===== config.mk =====
export PLATFORM = sky130hd
export DESIGN_NAME = serial_operand_feeder
export DESIGN_NICKNAME = d
export VERILOG_FILES = /design/src/rtl/serial_operand_feeder.sv
export SDC_FILE = /design/constraint.sdc
export NUM_CORES = 1
export LEC_CHECK = 0
export BUFFER_PORTS_ARGS = -buffer_cell sky130_fd_sc_hd__buf_2
export CORE_UTILIZATION = 53
export DETAILED_ROUTE_END_ITERATION = 16
export PLACE_DENSITY = 0.84
export SYNTH_ARGS = -nofsm -noshare
export SYNTH_HDL_FRONTEND = slang
export SYNTH_SLANG_ARGS = --single-unit

===== constraint.sdc =====
create_clock -name clk -period 2.4 [get_ports clk]
set_input_delay 0 -clock clk [delete_from_list [all_inputs] [get_ports clk]]
set_output_delay 0 -clock clk [all_outputs]
set_load 0.02 [all_outputs]

===== src/rtl/serial_operand_feeder.sv =====
// Bit-serial feeder for the serial magnitude comparator: captures an operand pair, clears the
// comparator, streams the bits MSB-first and then pulses done. Optional macro: SIGNED_CMP_EN.
module serial_operand_feeder #(
  parameter int WIDTH = 8
) (
  input  logic             clk,
  input  logic             reset,
  input  logic             in_valid,
  output logic             in_ready,
  input  logic [WIDTH-1:0] op_a,
  input  logic [WIDTH-1:0] op_b,
  output logic             cmp_clear,
  output logic             a_out,
  output logic             b_out,
  output logic             bit_valid,
  output logic             busy,
  output logic             done
);
  localparam int CNT_W = $clog2(WIDTH + 1);

`ifdef SIGNED_CMP_EN
  localparam logic SIGN_FLIP = 1'b1;
`else
  localparam logic SIGN_FLIP = 1'b0;
`endif

  typedef enum logic [1:0] {IDLE, CLEAR, SHIFT, DONE} state_t;

  state_t           state, state_n;
  logic [WIDTH-1:0] sh_a, sh_b;
  logic [CNT_W-1:0] cnt;
  logic             accept;
  logic             flip;

  assign accept = (state == IDLE) && in_valid && in_ready;
  // The MSB leaves the shift registers on the CLEAR->SHIFT edge; flipping it there
  // maps two's complement onto offset binary for the unsigned comparator.
  assign flip   = SIGN_FLIP & (state == CLEAR);

  always_ff @(posedge clk or negedge reset) begin
    if (!reset) state <= IDLE;
    else        state <= state_n;
  end

  always_comb begin
    state_n = state;
    case (state)
      IDLE:    if (accept) state_n = CLEAR;
      CLEAR:   state_n = SHIFT;
      SHIFT:   if (cnt == CNT_W'(1)) state_n = DONE;
      DONE:    state_n = IDLE;
      default: state_n = IDLE;
    endcase
  end

  always_ff @(posedge clk or negedge reset) begin
    if (!reset) begin
      sh_a <= '0;
      sh_b <= '0;
      cnt  <= '0;
    end else begin
      case (state)
        IDLE: if (accept) begin
          sh_a <= op_a;
          sh_b <= op_b;
          cnt  <= CNT_W'(WIDTH);
        end
        CLEAR: begin
          sh_a <= sh_a << 1;
          sh_b <= sh_b << 1;
        end
        SHIFT: begin
          sh_a <= sh_a << 1;
          sh_b <= sh_b << 1;
          cnt  <= cnt - 1'b1;
        end
        default: ;
      endcase
    end
  end

  // Outputs are registered from the next state so they line up with the state register.
  always_ff @(posedge clk or negedge reset) begin
    if (!reset) begin
      in_ready  <= 1'b0;
      cmp_clear <= 1'b1;
      busy      <= 1'b0;
      done      <= 1'b0;
      bit_valid <= 1'b0;
      a_out     <= 1'b0;
      b_out     <= 1'b0;
    end else begin
      in_ready  <= (state_n == IDLE);
      cmp_clear <= (state_n == CLEAR);
      busy      <= (state_n != IDLE);
      done      <= (state_n == DONE);
      bit_valid <= (state_n == SHIFT);
      a_out     <= (state_n == SHIFT) & (sh_a[WIDTH-1] ^ flip);
      b_out     <= (state_n == SHIFT) & (sh_b[WIDTH-1] ^ flip);
    end
  end
endmodule

==> qor.tcl <==
set qor(design.die.area_um2) 2890
set qor(cts_tree) {built}
set qor(drc) 0
set qor(relSlewSlack) 0.581
set qor(synth.lib_cells_used.distinct) 30
set qor(rows) 18
set qor(syn-mean-instance-area_um2) 13.4
set qor(initial_antenna_violation_count) 0
set qor(initial_utilization) 0.568
set qor(avgViaCountPerCell) 5.59
set qor(ff_latch_area_um2) 727
set qor(critical_path.startpoint_type) {flip-flop}
set qor(drv_slew) 0
set qor(path_cells) {inv_1 -> ha_1 -> inv_4 -> nand4_1 -> dlygate4sd3_1 -> a31oi_1}
set qor(clock_tree.buffer_depth) 2
set qor(endpoint_kind) {flip-flop}
set qor(min-delay-path-class) {input pin to flip-flop}
set qor(number_of_global_route_vias_before_repair) 931
set qor(floorplan.die.height_um) 53.8
set qor(post_synthesis_instance_total) 106
set qor(gp_routability_congestion) 0.727
set qor(timing.final.hold_violations) 0
set qor(floorplan.die.width_um) 53.8
set qor(worst_setup_hold_path_clk_slew_ns) 0.09
set qor(top_level_ports) 26
set qor(drt_pre_antenna_iters) 4
set qor(synth.net_count) 130
set qor(placement.io_buffers) 25
set qor(final_min_period_over_clock_period) 0.830
set qor(drt-wirelength-per-cell_um) 15.4
set qor(rsz_0062_raised_after_global_routing) {false}
set qor(insertedDiodeCount) 0
set qor(worst_ir_drop_vdd_uv) 1200
set qor(synth.yosys.warnings) 0
set qor(grt_first_pass_wirelength_um) 4400
set qor(final_layout_size_suffix_gt1_frac) 0.465
set qor(cts-root-buf) {sky130_fd_sc_hd__clkbuf_4}
set qor(via_count) 962
set qor(synth_top_area_frac) 0.493
set qor(maximum_number_of_pins_on_one_net_before_global_route_repair) 30
set qor(clkLatencyLatePin_ns) 0.32
set qor(design.core.area_um2) 2500
set qor(hpwl_um) 1830
set qor(cts_resized) 0
set qor(multiInputGateArea_um2) 641
set qor(total_leakage_power_nw) 0.821
set qor(setup_total_negative_slack_ns) 0
set qor(number_of_flops_mapped_to_enable_cells_by_yosys) 0
set qor(wirelength_um) 2650
set qor(fillers) 167
set qor(fmaxAchievable_ghz) 0.502
set qor(worstPathMaxFanout) 10
set qor(area_growth_pct) 17.2
set qor(grt_overflow) 0
set qor(powerDensity_nw_per_um2) 1660
set qor(slowest_delay_ns) 0.57
set qor(required_ns) 2.65
set qor(htree_num_levels) 2
set qor(yosys.cell_count.top_type) {sky130_fd_sc_hd__dfrtp_1}
set qor(worstMarginPinSlew_ns) 0.629
set qor(status) {complete, no violations}
set qor(layout_min_cycle_time_ns) 1.99
set qor(grt_use_total) 0.224
set qor(cts_buffers) 5
set qor(nets) 165
set qor(synth.ff_latch_count) 29
set qor(clkSinkCount) 29
set qor(maxCapViolCount) 0
set qor(synth.largest_area_cell) {sky130_fd_sc_hd__dfrtp_1}
set qor(yosysSeqAreaShare) 0.512
set qor(syn-cell-area_um2) 1420
set qor(worstPathArrival_ns) 2.24
set qor(synth.cells.most_frequent) {sky130_fd_sc_hd__dfrtp_1 (28), sky130_fd_sc_hd__mux2_2 (18), sky130_fd_sc_hd__mux2_4 (11)}
set qor(ant_nets) 0
set qor(critical_path_s_top_delay_family) {buffers and inverters}
set qor(async_reset_ff_frac) 1.00
set qor(cp_num_buf_inv) 3
set qor(core_util_final) 0.666
set qor(synth-main-ff-cell) {sky130_fd_sc_hd__dfrtp_1}
set qor(ys_top_cells_by_area) {sky130_fd_sc_hd__dfrtp_1 (49%), sky130_fd_sc_hd__mux2_2 (14%), sky130_fd_sc_hd__mux2_4 (12%)}
set qor(critical_path_class) {flip-flop to flip-flop}
set qor(finalSetupViolations) 0
set qor(cpMaxStageDelayCell) {sky130_fd_sc_hd__dlygate4sd3_1}
set qor(drt-initial-drc-count) 10
set qor(skew_ns) 0.00518
## cells by family (layout without fill, tap and decap cells)
group,Yosys count,in the layout,synth area share
multiplexers,29,29,0.259
AO/OA/AOI/OAI,12,12,0.0599
adder cells (fa/ha/maj),5,5,0.0441
flip-flops,29,29,0.512
AND/OR/NAND/NOR,22,22,0.0881
buffers and inverters,9,45,0.0370
## routing by layer
metal,track usage,share of wire
met1,0.270,0.41
met2,0.362,0.52
met3,0.0706,0.051
met4,0.105,0.019
met5,0,0
## final timing paths
path	start	to	slack, ns	depth (start not counted)
worst max-delay path	state[0]$_DFF_PN0_	sh_a[0]$_DFFE_PN0P_	0.41	6
worst min-delay path	op_b[3]	sh_b[3]$_DFFE_PN0P_	0.03	3
worst max register to register	state[0]$_DFF_PN0_	sh_a[0]$_DFFE_PN0P_	0.41	6
worst min register to register	sh_a[7]$_DFFE_PN0P_	sh_a[7]$_DFFE_PN0P_	0.51	1
max in group asynchronous	reset	b_out$_DFF_PN0_	1.77	2
min in group asynchronous	reset	cnt[0]$_DFFE_PN0P_	0.22	2
## power breakdown
group	total (mW)	switching (mW)	internal (mW)
registers	0.894	0.145	0.750
logic	1.59	0.711	0.876
clock network	0.282	0.171	0.111
## through the flow
step | setup slack, ns | cell area, um^2 | instances | hold slack, ns | total power [mW]
2_1_floorplan | 0.663 | 1420 | 106 | -0.296 | 2.21
3_3_place_gp | 0.519 | 1560 | 159 | 0.0441 | 2.36
3_5_place_dp | 0.435 | 1560 | 159 | 0.0527 | 2.47
4_1_cts | 0.414 | 1660 | 172 | 0.0235 | 2.77
5_1_grt | 0.257 | 1660 | 172 | 0.0258 | 2.95
6_report | 0.408 | 1660 | 172 | 0.0312 | 2.76
## tightest hold or removal path: cells and delay by family
family	cells	cell delay [ns]
buf+inv	1	0.07
mux	2	0.26
## cells in the final DEF, fill, tap and decap left out, types with 3 or more instances in the layout
master,instances
sky130_fd_sc_hd__dfrtp_1,28
sky130_fd_sc_hd__buf_2,25
sky130_fd_sc_hd__mux2_2,18
sky130_fd_sc_hd__mux2_4,11
sky130_fd_sc_hd__nand2_1,6
sky130_fd_sc_hd__inv_1,5
sky130_fd_sc_hd__ha_1,5
sky130_fd_sc_hd__clkbuf_4,5
sky130_fd_sc_hd__dlygate4sd3_1,5
sky130_fd_sc_hd__a21oi_1,3
## registers in the layout, summed over array words and instances (netlist names), 2 cells and up
name / flops
sh_b: 8
cnt: 4
sh_a: 8
state: 2
## layout make-up
class                           instances  area share
Clock inverter                          2     0.00602
Sequential cell                        29       0.437
Multi-Input combinational cell         68       0.385
Tap cell                               30      0.0226
Timing Repair Buffer                   31       0.110
Inverter                                6      0.0150
Clock buffer                            6      0.0248
## timing repair
action | in CTS | in global routing
hold endpoints to repair | 30 | 0
endpoints found under the setup margin | 0 | 0
hold buffers | 5 | 0
buffers inserted | 0 | 0
No activity file was read; power rests on OpenSTA's default activity.
